[src/rtl/shift_writeback_regfile.sv]
// Writeback pipeline register plus register array for the 16-bit datapath, with pending-result forwarding.
// Optional build macro REGFILE_ZERO_R0_EN makes register 0 a hard-wired zero.
module shift_writeback_regfile #(
  parameter int DATA_W = 16,
  parameter int ADDR_W = 2
) (
  input  logic              Clock,
  input  logic              Reset,
  input  logic              WbValid,
  input  logic [ADDR_W-1:0] WbAddr,
  input  logic [DATA_W-1:0] WbData,
  input  logic [ADDR_W-1:0] RsAddr,
  input  logic [ADDR_W-1:0] RtAddr,
  output logic [DATA_W-1:0] RS,
  output logic [DATA_W-1:0] RT,
  output logic              PendValid,
  output logic [ADDR_W-1:0] PendAddr,
  output logic [15:0]       CommitCount
);

  localparam int NREG = 1 << ADDR_W;

`ifdef REGFILE_ZERO_R0_EN
  localparam bit ZERO_R0 = 1'b1;
`else
  localparam bit ZERO_R0 = 1'b0;
`endif

  logic [DATA_W-1:0] regs_q [NREG];
  logic [DATA_W-1:0] regs_d [NREG];
  logic              pend_valid_q, pend_valid_d;
  logic [ADDR_W-1:0] pend_addr_q, pend_addr_d;
  logic [DATA_W-1:0] pend_data_q, pend_data_d;
  logic [15:0]       commit_count_q, commit_count_d;
  logic              commit_en;

  // A pending write to a hard-wired zero register is dropped at commit time.
  assign commit_en = pend_valid_q && !(ZERO_R0 && (pend_addr_q == '0));

  always_comb begin
    pend_valid_d   = WbValid;
    pend_addr_d    = WbAddr;
    pend_data_d    = WbData;
    commit_count_d = commit_count_q;
    if (commit_en) begin
      commit_count_d = commit_count_q + 16'd1;
    end
  end

  genvar gi;
  generate
    for (gi = 0; gi < NREG; gi++) begin : g_reg
      always_comb begin
        regs_d[gi] = regs_q[gi];
        if (commit_en && (pend_addr_q == ADDR_W'(gi))) begin
          regs_d[gi] = pend_data_q;
        end
      end

      always_ff @(posedge Clock) begin
        if (Reset) begin
          regs_q[gi] <= '0;
        end else begin
          regs_q[gi] <= regs_d[gi];
        end
      end
    end
  endgenerate

  always_ff @(posedge Clock) begin
    if (Reset) begin
      pend_valid_q   <= 1'b0;
      pend_addr_q    <= '0;
      pend_data_q    <= '0;
      commit_count_q <= '0;
    end else begin
      pend_valid_q   <= pend_valid_d;
      pend_addr_q    <= pend_addr_d;
      pend_data_q    <= pend_data_d;
      commit_count_q <= commit_count_d;
    end
  end

  // Both read ports share one priority mux: zero register, then pending data, then array.
  logic [ADDR_W-1:0] rd_addr [2];
  logic [DATA_W-1:0] rd_data [2];

  assign rd_addr[0] = RsAddr;
  assign rd_addr[1] = RtAddr;

  generate
    for (gi = 0; gi < 2; gi++) begin : g_rd
      always_comb begin
        rd_data[gi] = regs_q[rd_addr[gi]];
        if (ZERO_R0 && (rd_addr[gi] == '0)) begin
          rd_data[gi] = '0;
        end else if (pend_valid_q && (pend_addr_q == rd_addr[gi])) begin
          rd_data[gi] = pend_data_q;
        end
      end
    end
  endgenerate

  assign RS          = rd_data[0];
  assign RT          = rd_data[1];
  assign PendValid   = pend_valid_q;
  assign PendAddr    = pend_addr_q;
  assign CommitCount = commit_count_q;

endmodule

[config.mk]
export PLATFORM = sky130hd
export DESIGN_NAME = shift_writeback_regfile
export DESIGN_NICKNAME = d
export VERILOG_FILES = /design/src/rtl/shift_writeback_regfile.sv
export SDC_FILE = /design/constraint.sdc
export NUM_CORES = 1
export LEC_CHECK = 0
export CAP_MARGIN = 20
export CORE_ASPECT_RATIO = 1.4
export CORE_MARGIN = 3
export CORE_UTILIZATION = 49
export DETAILED_ROUTE_END_ITERATION = 6
export GPL_TIMING_DRIVEN = 0
export HOLD_SLACK_MARGIN = 0.15
export PLACE_DENSITY = 0.72
export SLEW_MARGIN = 0
export SYNTH_ARGS = -nofsm -noshare
export SYNTH_HDL_FRONTEND = slang
export SYNTH_SLANG_ARGS = --single-unit
[constraint.sdc]
create_clock -name Clock -period 1.85 [get_ports Clock]
set_input_delay 0.2775 -clock Clock [delete_from_list [all_inputs] [get_ports Clock]]
set_output_delay 0.2775 -clock Clock [all_outputs]
set_load 0.005 [all_outputs]
### After elaboration in Yosys (flattened, before gate mapping)

Memories as Yosys holds them, arrays and structs flattened.
Cells that the tools add are included.

| cells by class | value |
|---|---|
| bitwise logic cells | 4 |
| order comparisons | 0 |
| divide/modulo/power cells | 0 |
| reductions and logical operators | 11 |
| equality and inequality tests | 9 |
| multiplexer cells | 13 |
| shift operators | 0 |
| multiply operators | 0 |
| $add $sub $neg | 1 |

Operators by type and width:

| operator | number |
|---|---|
| $mux W16 | 10 |
| $add A16 B1 Y16 const B | 1 |
| $reduce_and A2 Y1 | 4 |
| $logic_and A1 B1 Y1 | 6 |
| $eq A2 B2 Y1 | 2 |
| $eq A2 B2 Y1 const B | 2 |
| $ne A1 B1 Y1 const B | 4 |
| $or A1 B1 Y1 | 4 |
| $mux W1 | 3 |
| $eq A2 B1 Y1 const B | 1 |
| $logic_not A2 Y1 | 1 |

| word-level totals | value |
|---|---|
| output and inout port bits | 51 |
| memories | 1 |
| RAM bits | 64 |
| register bits after elaboration | 35 |
| latch bits | 0 |
| bits of input ports | 25 |
| logic and storage cells | 43 |
| memory bits (read-only) | 0 |

Memory list:

| memory | depth | bits a word | rd ports | clocked after memory_dff | wr ports | RTL line | text |
|---|---|---|---|---|---|---|---|
| regs_q | 4 | 16 | 2 | 0 | 4 | 29 | `logic [DATA_W-1:0] regs_q [NREG];` |

### Logic depth before layout (Yosys ltp)

Gate-level depths: netlist (run 1).

| logic depth | value |
|---|---|
| word-level depth | 5 |
| depth in mapped cells | 5 |
| mapped depth without buffers | 5 |

### Worst setup path before layout (run 1)

No wires, ideal clock.

| path | value |
|---|---|
| path kind | reg-to-reg |
| start point | register pend_addr_q[1], in the netlist PendAddr[1] |
| end point | memory regs_q[3][0] (enable) |
| clock period less this slack | 1.785 ns |
| path slack | 0.065 ns |
| cell stages (with the launch flop) | 4 |
| library setup time | 0.392 ns |
| path buffers | 1 |
| data required time | 1.458 ns |
| arrival time | 1.393 ns |
| path through | dfxtp_1 buf_2 inv_1 o21bai_1 |

RTL lines:

| element | RTL line | text |
|---|---|---|
| start: declaration | 32 | `logic [ADDR_W-1:0] pend_addr_q, pend_addr_d;` |
| start signal: assignment | 78 | `pend_addr_q <= pend_addr_d;` |
| end: declaration | 29 |  |

### Worst setup path in the final report (run 1)

| path | value |
|---|---|
| start point | register pend_addr_q[1], in the netlist PendAddr[1] |
| end point | output port RS[5] |

| between the ends | value |
|---|---|
| longest elaborated chain between the ends | 3 |

RTL lines:

| element | RTL line | text |
|---|---|---|
| $eq A2 B2 Y1 | 97 | `end else if (pend_valid_q && (pend_addr_q == rd_addr[gi])) begin` |
| $logic_and A1 B1 Y1 | 97 |  |
| $mux W16 | 97 |  |
| end: declaration | 14 | `output logic [DATA_W-1:0] RS,` |

Every way passes these cells.

==> results.md, run 1 <==
Floorplanning:
- For this configuration, the core starts out at a cell density of about half.
- The count of boundary I/O pins is between 70 and 80.
- The row count is 42.
- The height of the chip is 125 um.
- The floorplan die width is 91.1 um.
- The area inside the core boundary is about 9700 um2.
- The die area is around 11000 um2.

Worst setup path:
- Counting both buffers and inverters, the worst setup path holds a total of 3.
- The critical-path maximum fanout is 4.
- The slowest cell on the critical path is sky130_fd_sc_hd__dfxtp_4.
- Traced cell by cell, the critical path runs through xnor2_4, nand3_4, buf_16, buf_6, mux2_4, buf_6.
- Data on the critical path is required at its endpoint by approximately 1.6 ns.
- STA classifies the critical path startpoint as a flop.
- The data arrival time of the worst path is about 1.8 ns.
- On the worst path, the slowest cell contributes a delay of 0.42 ns.
- STA classifies the critical path endpoint as an output pin.
- The cell occurring most often along the worst timing path is sky130_fd_sc_hd__buf_6.
- The kind of cell adding the most delay to the critical path is buffers and inverters.
- The type of the worst setup path is flop to output pin.

Hold path:
- In this run the worst hold path is classified as input port to flop.

Placed design:
- The final weighted congestion of routability-driven global placement is approximately 0.77.
- The count of buffers inserted at the top-level ports is 71.
- The detailed placement HPWL is 7630 um.
- Once placement completed, the tool counted placed cells totaling between 500 and 600.

Detailed routing:
- In the routed layout, each cell is associated on average with a via count of 5.44.
- The number of iterations in the first detailed-routing pass is 4.
- The routed wire length is around 12000 um.
- The number of remaining DRC errors is 0.
- In the final routed layout, each cell accounts on average for between 15 and 20 um.
- The final antenna-violating net count is 0.
- The first routing iteration left around 190 violations.
- The overall via count from detail_route is 3204.

STA:
- The count of endpoints failing hold in the final timing report was 0.
- The max-slew violation count was 0.
- Setup violations remaining at the end of the flow were counted as 32.
- The setup skew after layout is just over 0.008 ns.
- The peak clock frequency supported by timing is ~0.48 GHz.
- The time the worst path needs with I/O delays and setup is 2.09 ns.
- At the pin with the least slew margin, the transition time is approximately 0.57 ns.
- The final worst-path cycle share is 113%.
- The worst hold slack across all endpoints is between 0.4 and 0.5 ns.
- The final critical-path setup slack is -0.240 ns.
- Headroom to the max-slew limit came out at between 60% and 70%.
- Setup repair after global routing could not meet its margin everywhere.

Synth:
- During synthesis, Yosys emitted a total of 0 warnings.
- The sequential cell area fraction in the yosys report is between 50% and 60%.
- Each instance of the synthesized netlist takes up on average around 14 um2.
- The area share of the largest cell type after synthesis is between 30% and 40%.
- The synthesis-stage register bit count is 99.
- The count of cell types in the netlist is 31.
- sky130_fd_sc_hd__edfxtp_1 takes more of the synthesized area than any other cell.
- Sorting the synthesized cells by area gives the leading types as sky130_fd_sc_hd__edfxtp_1 (39%), sky130_fd_sc_hd__mux4_2 (15%), sky130_fd_sc_hd__dfxtp_1 (14%).
- The mapped cell area is ~5000 um2.
- The post-synthesis net count is 370.
- The post-synthesis cell count is 344.

Clock tree:
- The total number of H-tree levels is 3.
- The number of clock buffers added by TritonCTS is 9.
- The sink count of the clock tree is 99.
- The clock tree from TritonCTS is built.
- The clock transition time at the flip-flop clock pins of the worst setup and hold paths is around 0.07 ns.
- The buffer type at the clock tree root is sky130_fd_sc_hd__clkbuf_16.
- The later pin in the worst-skew pair is clocked with a latency of approximately 0.35 ns.
- The quantity of hold-fixing buffers added after cts is 0.
- In this run the deepest clock path goes through 2 buffers.

Layout:
- The finished layout holds between 500 and 600 standard cells, fillers aside.
- Relative to the synthesized area, the layout overhead comes to 33.2%.
- The filler cells instantiated in the layout total roughly 730.
- The number of antenna repair diodes is 0.
- The net total in the final layout is between 400 and 500.
- The fraction of final layout cells sized beyond drive strength 1 is between 30% and 40%.

Power:
- The proportion of power drawn by flip-flops and latches is between 40% and 50%.
- IR analysis of the VDD net gives a maximum drop of 572 uV.
- Combinational cells account for 16.6% of the total power.
- The switching power total is about 0.0012 W.
- The power density over cell area is ~780 nW/um2.
- The switching part of the total power is 23.3%.
- The internal power component is between 0.003 and 0.004 W.
- Summed over all cells, the static leakage comes to around 2.6 nW.
- In this run, the clock network consumes about a third of the power.

Global routing:
- The number of antenna violations at the first check in global routing came to 0.
- The number of global-route vias before repair is about 3400.
- Global routing finished with a remaining overflow of 0.
- The global-route wire length before repair is 18600 um.
- Across every metal layer, demand over resource in global routing totals between 20% and 30%.
- The largest net degree at the start of global routing is 17.

Run:
- The tool flagged a number of max-cap violations equal to 0.

Outcome:
- The final reports fail on negative setup slack.
- The flow ran to the end, but the final reports show violations.
power groups by stage:
stage / Clock (W) / Sequential [W] / Combinational (W)
after global routing: 0.00182 / 0.00256 / 0.000902
final: 0.00172 / 0.00255 / 0.000852
after CTS: 0.00175 / 0.00254 / 0.000865
after detailed placement: 0 / 0.00259 / 0.000762
after global placement: 0 / 0.00258 / 0.000730
after floorplan: 0 / 0.00256 / 0.000418
metrics by stage:
stage	area, um2	total power, W	TNS, ns	setup slack [ns]	util, %
6_report	6610	0.00512	-5.75	-0.240	68.3
3_5_place_dp	5910	0.00335	-43.01	-0.720	61.2
5_1_grt	6610	0.00529	-7.46	-0.283	68.3
2_1_floorplan	4960	0.00298	0	0.0649	-
3_3_place_gp	5840	0.00331	-73.35	-0.700	60.4
4_1_cts	6600	0.00516	-7.18	-0.299	68.3
Yosys cell counts (all sizes together):
cell type and n:
mux2 32, xnor2 6, dfxtp 35, nand3 5
a21oi 4, mux4 32, and4 2, nand2 5
and3 3, edfxtp 64, buf 12, mux2i 1
o21ai 4, nand2b 2, xor2 9, and2 66
nor2 14, nand4 7, clkbuf 9, nor3 2
or3 4, ha 1, inv 2, o21bai 4
nor2b 19
placed cells by master (no fill, tap or decap), types with 5 or more instances in the layout:
cell type / n
sky130_fd_sc_hd__and2_1: 66
sky130_fd_sc_hd__buf_2: 8
sky130_fd_sc_hd__buf_6: 48
sky130_fd_sc_hd__buf_8: 5
sky130_fd_sc_hd__clkbuf_16: 9
sky130_fd_sc_hd__clkbuf_2: 5
sky130_fd_sc_hd__clkdlybuf4s50_1: 39
sky130_fd_sc_hd__dfxtp_1: 32
sky130_fd_sc_hd__edfxtp_1: 64
sky130_fd_sc_hd__mux2_2: 7
sky130_fd_sc_hd__mux2_4: 25
sky130_fd_sc_hd__mux4_2: 32
sky130_fd_sc_hd__nand2_1: 5
sky130_fd_sc_hd__nand4_1: 5
sky130_fd_sc_hd__nor2_1: 12
sky130_fd_sc_hd__nor2b_1: 19
sky130_fd_sc_hd__xor2_1: 9
per-layer routing:
layer	track usage (%)	wire, um
met2	39.6	6460
met4	9.24	212
met5	0	0
met3	3.37	614
met1	24.8	4420
worst paths after layout:
path	startpoint	endpoint	slack [ns]	cells after the start
worst max-delay path	PendAddr[1]	RS[5]	-0.24	6
worst min-delay path	WbAddr[0]	PendAddr[0]	0.47	2
worst max register to register	PendAddr[0]	regs_q[0][9]	0.09	4
worst min register to register	CommitCount[15]	CommitCount[15]	0.49	2
worst register-to-register path, cell delays in order (launching register included):
cell and delay [ns]:
sky130_fd_sc_hd__dfxtp_4 0.38, sky130_fd_sc_hd__nand2b_1 0.24, sky130_fd_sc_hd__nor3_2 0.48, sky130_fd_sc_hd__clkbuf_2 0.35, sky130_fd_sc_hd__and2_1 0.18
sequential cells by signal, summed over array words and instances (netlist names):
| name | count |
|---|---|
| PendValid | 1 |
| pend_data_q | 16 |
| regs_q | 64 |
| PendAddr | 2 |
| CommitCount | 16 |
layout make-up:
class                   instances  area (um2)  area share, %
clock buffers                  10         229           3.47
well taps                     132         165           2.50
multi-input cells             222        2280           34.6
flip-flops and latches         99        2630           39.9
inverters                       2        7.51          0.114
clock inverters                 6        41.3          0.625
plain buffers                  20         188           2.84
repair buffers                 98        1060           16.0
logic make-up (layout without fill, tap and decap cells):
family	Yosys count	count (layout)	share of synthesized area (%)
buffers and inverters	23	136	3.28
XOR/XNOR	15	15	2.65
AO/OA/AOI/OAI	12	12	1.41
AND/OR/NAND/NOR	129	129	16.1
multiplexers	65	65	23.5
adder cells (fa/ha/maj)	1	1	0.252
flip-flops	99	99	52.8
what timing repair did:
action	4_1_cts	5_1_grt
pin swaps	4	2
gates cloned	2	0
buffers inserted	21	0
setup endpoints to repair	62	81
gates resized for setup	204	10
Power figures use the tool's default switching activity.
==> run 2, diff against run 1 <==
Settings changed: SKIP_CTS_REPAIR_TIMING set to 1.
==> run 2 against run 1 <==
  * The flow still finishes with violations (negative setup slack)
  * Routed wire length fell by 0.43%
  * Non-clock buffer count rose by 10
  * Fmax fell by 8.3%
  * Die area did not move
  * Register-to-register slack improved by 0.04 ns
  * Combinational power fell by 5.4%
  * Hold slack improved by 0.0022 ns
  * Via count rose by 1.6%
  * Critical endpoint is now RS[3]
  * Largest cell class unchanged
==> results.md, run 2 (same netlist as run 1, synthesis figures left out) <==
STA:
- The setup skew after layout was 0.00701 ns (-0.00104 ns).
- The slew at the pin closest to its max-slew limit was 0.565 ns (-0.00891 ns).
- The final critical-path setup slack is -0.430 ns (-0.190 ns).
- Setup repair after global routing could not meet its margin everywhere.
- The worst slew margin relative to its limit came to 62.3% (+0.80 points).
- The final worst-path cycle share is 123% (+10 points).
- The setup TNS is -8.22 ns (-2.48 ns).
- The peak clock frequency supported by timing is 0.439 GHz (-8.3%).
- The number of setup violations in the final report is 32 (unchanged).
- The time the worst path needs with I/O delays and setup is 2.28 ns (+0.190 ns).
- The max-slew violation count was 0 (unchanged).
- The count of endpoints failing hold in the final timing report came to 0 (unchanged).

Power:
- The power density over cell area is 769 nW/um2 (-0.73%).
- The overall power after layout is 0.00508 W (-0.84%).
- The worst supply voltage drop on vdd was 573 uV (+0.18%).
- The static leakage is 2.60 nW (+1.3%).

Placed design:
- The total cell area at the placement stage was 5910 um2 (unchanged).
- The count of buffers inserted at the top-level ports came to 71 (unchanged).
- The detailed placement HPWL is 7630 um (unchanged).
- The final weighted congestion of routability-driven global placement is 0.775 (unchanged).
- The count of placed standard cells including taps is 551 (unchanged).

Worst setup path:
- The slowest cell on the critical path is sky130_fd_sc_hd__mux4_2.
- The data arrival time of the worst path is 2.00 ns (+0.19 ns).
- The type of the worst setup path is flop to output pin.
- STA classifies the critical path endpoint as an output pin.
- The critical-path maximum fanout is 2 (-2).
- The reg2reg setup slack came to 0.13 ns (+0.04 ns).
- The critical path goes through mux4_2, mux2_2, clkdlybuf4s50_1.
- The required time of the critical path is 1.57 ns (about the same).
- The maximum single-stage delay on the critical path is 0.49 ns (+0.07 ns).
- The worst setup path is launched from a flop.

Floorplanning:
- The area inside the core boundary was 9670 um2 (unchanged).
- The row count is 42 (unchanged).
- The floorplan die width is 91.1 um (unchanged).
- The die area is 11400 um2 (unchanged).
- The count of boundary I/O pins is 76 (unchanged).
- The effective utilization at floorplan is 51.3% (unchanged).
- The height of the chip is 125 um (unchanged).

Clock tree:
- The deepest clock path buffer count is 2 (unchanged).
- TritonCTS built the clock tree.
- The clock latency reported for the late side of the worst-skew pair was 0.35 ns (about the same).
- The clock transition time at the flip-flop clock pins of the worst setup and hold paths came to 0.07 ns (about the same).
- The total number of H-tree levels was 3 (unchanged).
- The number of clock buffers inserted by TritonCTS is 9 (unchanged).
- CTS placed an instance of sky130_fd_sc_hd__clkbuf_16 at the clock tree root.
- The sink count of the clock tree was 99 (unchanged).

Global routing:
- The total overflow reported by the global router is 0 (unchanged).
- The number of antenna violations at the first check in global routing is 0 (unchanged).
- The global-route wire length before repair was 17400 um (-6.6%).
- The global routing usage summed across all routing layers is 20.1% (-1.5 points).
- The largest net degree at the start of global routing is 17 (unchanged).
- The number of global-route vias before repair is 3294 (-4.4%).

Layout:
- The net total in the final layout is 488 (+2.1%).
- The number of flip-flops under the largest register name was 64 (unchanged).
- The utilization after layout is 68.3% (-0.078 points).
- The register with the most flip-flops in the final layout is regs_q.
- The fraction of final layout cells sized beyond drive strength 1 was 38.3% (+0.26 points).
- The number of fill cells in the layout is 737 (+1.2%).
- The most common cell after layout, fill and taps aside is sky130_fd_sc_hd__and2_1.
- The area growth from synthesis to layout is 33.0%.
- The number of antenna repair diodes is 0 (unchanged).
- The area of all placed cells without fillers is 6600 um2 (-0.11%).
- The number of non-filler instances in the completed layout is 599 (+1.7%).
- The library cells used most frequently in the layout, excluding fill and tap cells, are sky130_fd_sc_hd__and2_1 (66), sky130_fd_sc_hd__edfxtp_1 (64), sky130_fd_sc_hd__clkdlybuf4s50_1 (40).

Detailed routing:
- The overall via count from detail_route came to 3255 (+1.6%).
- The number of vias per cell is 5.43 (-0.10%).
- The number of remaining DRC errors is 0 (unchanged).
- The number of DRC markers in iteration 0 is 136 (-28%).
- The routed wire length per instance is 19.5 um (-2.1%).
- The number of iterations in the first detailed-routing pass is 4 (unchanged).
- The final antenna-violating net count came to 0 (unchanged).
- The routed wire length is 11700 um (-0.43%).

Hold path:
- The path class of the tightest hold or removal check is input port to flop.

Outcome:
- The run finished, with violations left.
- The checks that failed: negative setup slack.

Run:
- The max-cap check violation count is 0 (unchanged).
[run 2: changes by cell type in the layout (fill, tap and decap cells not counted), sizes merged]
cell | previous run | this run
buf | 70 | 56
clkdlybuf4s50 | 39 | 40
dlymetal6s2s | 0 | 4
clkbuf | 19 | 38
[run 2: worst max-delay path: cells and delay by family (launching register included)]
kind | cells | cell delay, ns
mux | 2 | 0.80
buf+inv | 1 | 0.46
flops | 1 | 0.40
[run 2: final timing paths]
check / start / endpoint / depth (start not counted)
hold / removal: WbAddr[0] / PendAddr[0] / 2
setup reg to reg: PendAddr[1] / regs_q[0][9] / 6
hold reg to reg: CommitCount[15] / CommitCount[15] / 2
setup / recovery: regs_q[3][3] / RS[3] / 3
[run 2: report_power, final]
part / internal, W / switching [W] / leakage, nW / total (W)
logic: 0.000511 / 0.000295 / 1.56 / 0.000806
clock network: 0.000913 / 0.000815 / 0.133 / 0.00173
registers: 0.00247 / 0.0000768 / 0.907 / 0.00254
[run 2: layout make-up]
class	count	area (um2)	area share (%)
sequential	99	2630	39.8
multi-input combinational	222	2270	34.4
timing repair buffer	107	1060	16.1
clock buffer	10	229	3.47
buffer	21	196	2.98
tap	132	165	2.50
clock inverter	6	41.3	0.626
inverter	2	7.51	0.114
[run 2: layer usage]
layer	wire, um	up-vias	track usage [%]
met5	0	-	0
met3	509	20	3.00
met4	280	0	8.17
met2	6440	99	36.9
met1	4430	1628	23.2
li1	-	1508	-
[run 2: per-stage QoR]
stage / setup slack [ns] / hold WS, ns
floorplan: 0.0649 / 0.406
global placement: -0.700 / 0.472
detailed placement: -0.720 / 0.482
CTS: -0.858 / 0.475
global route: -0.439 / 0.487
finish: -0.430 / 0.474
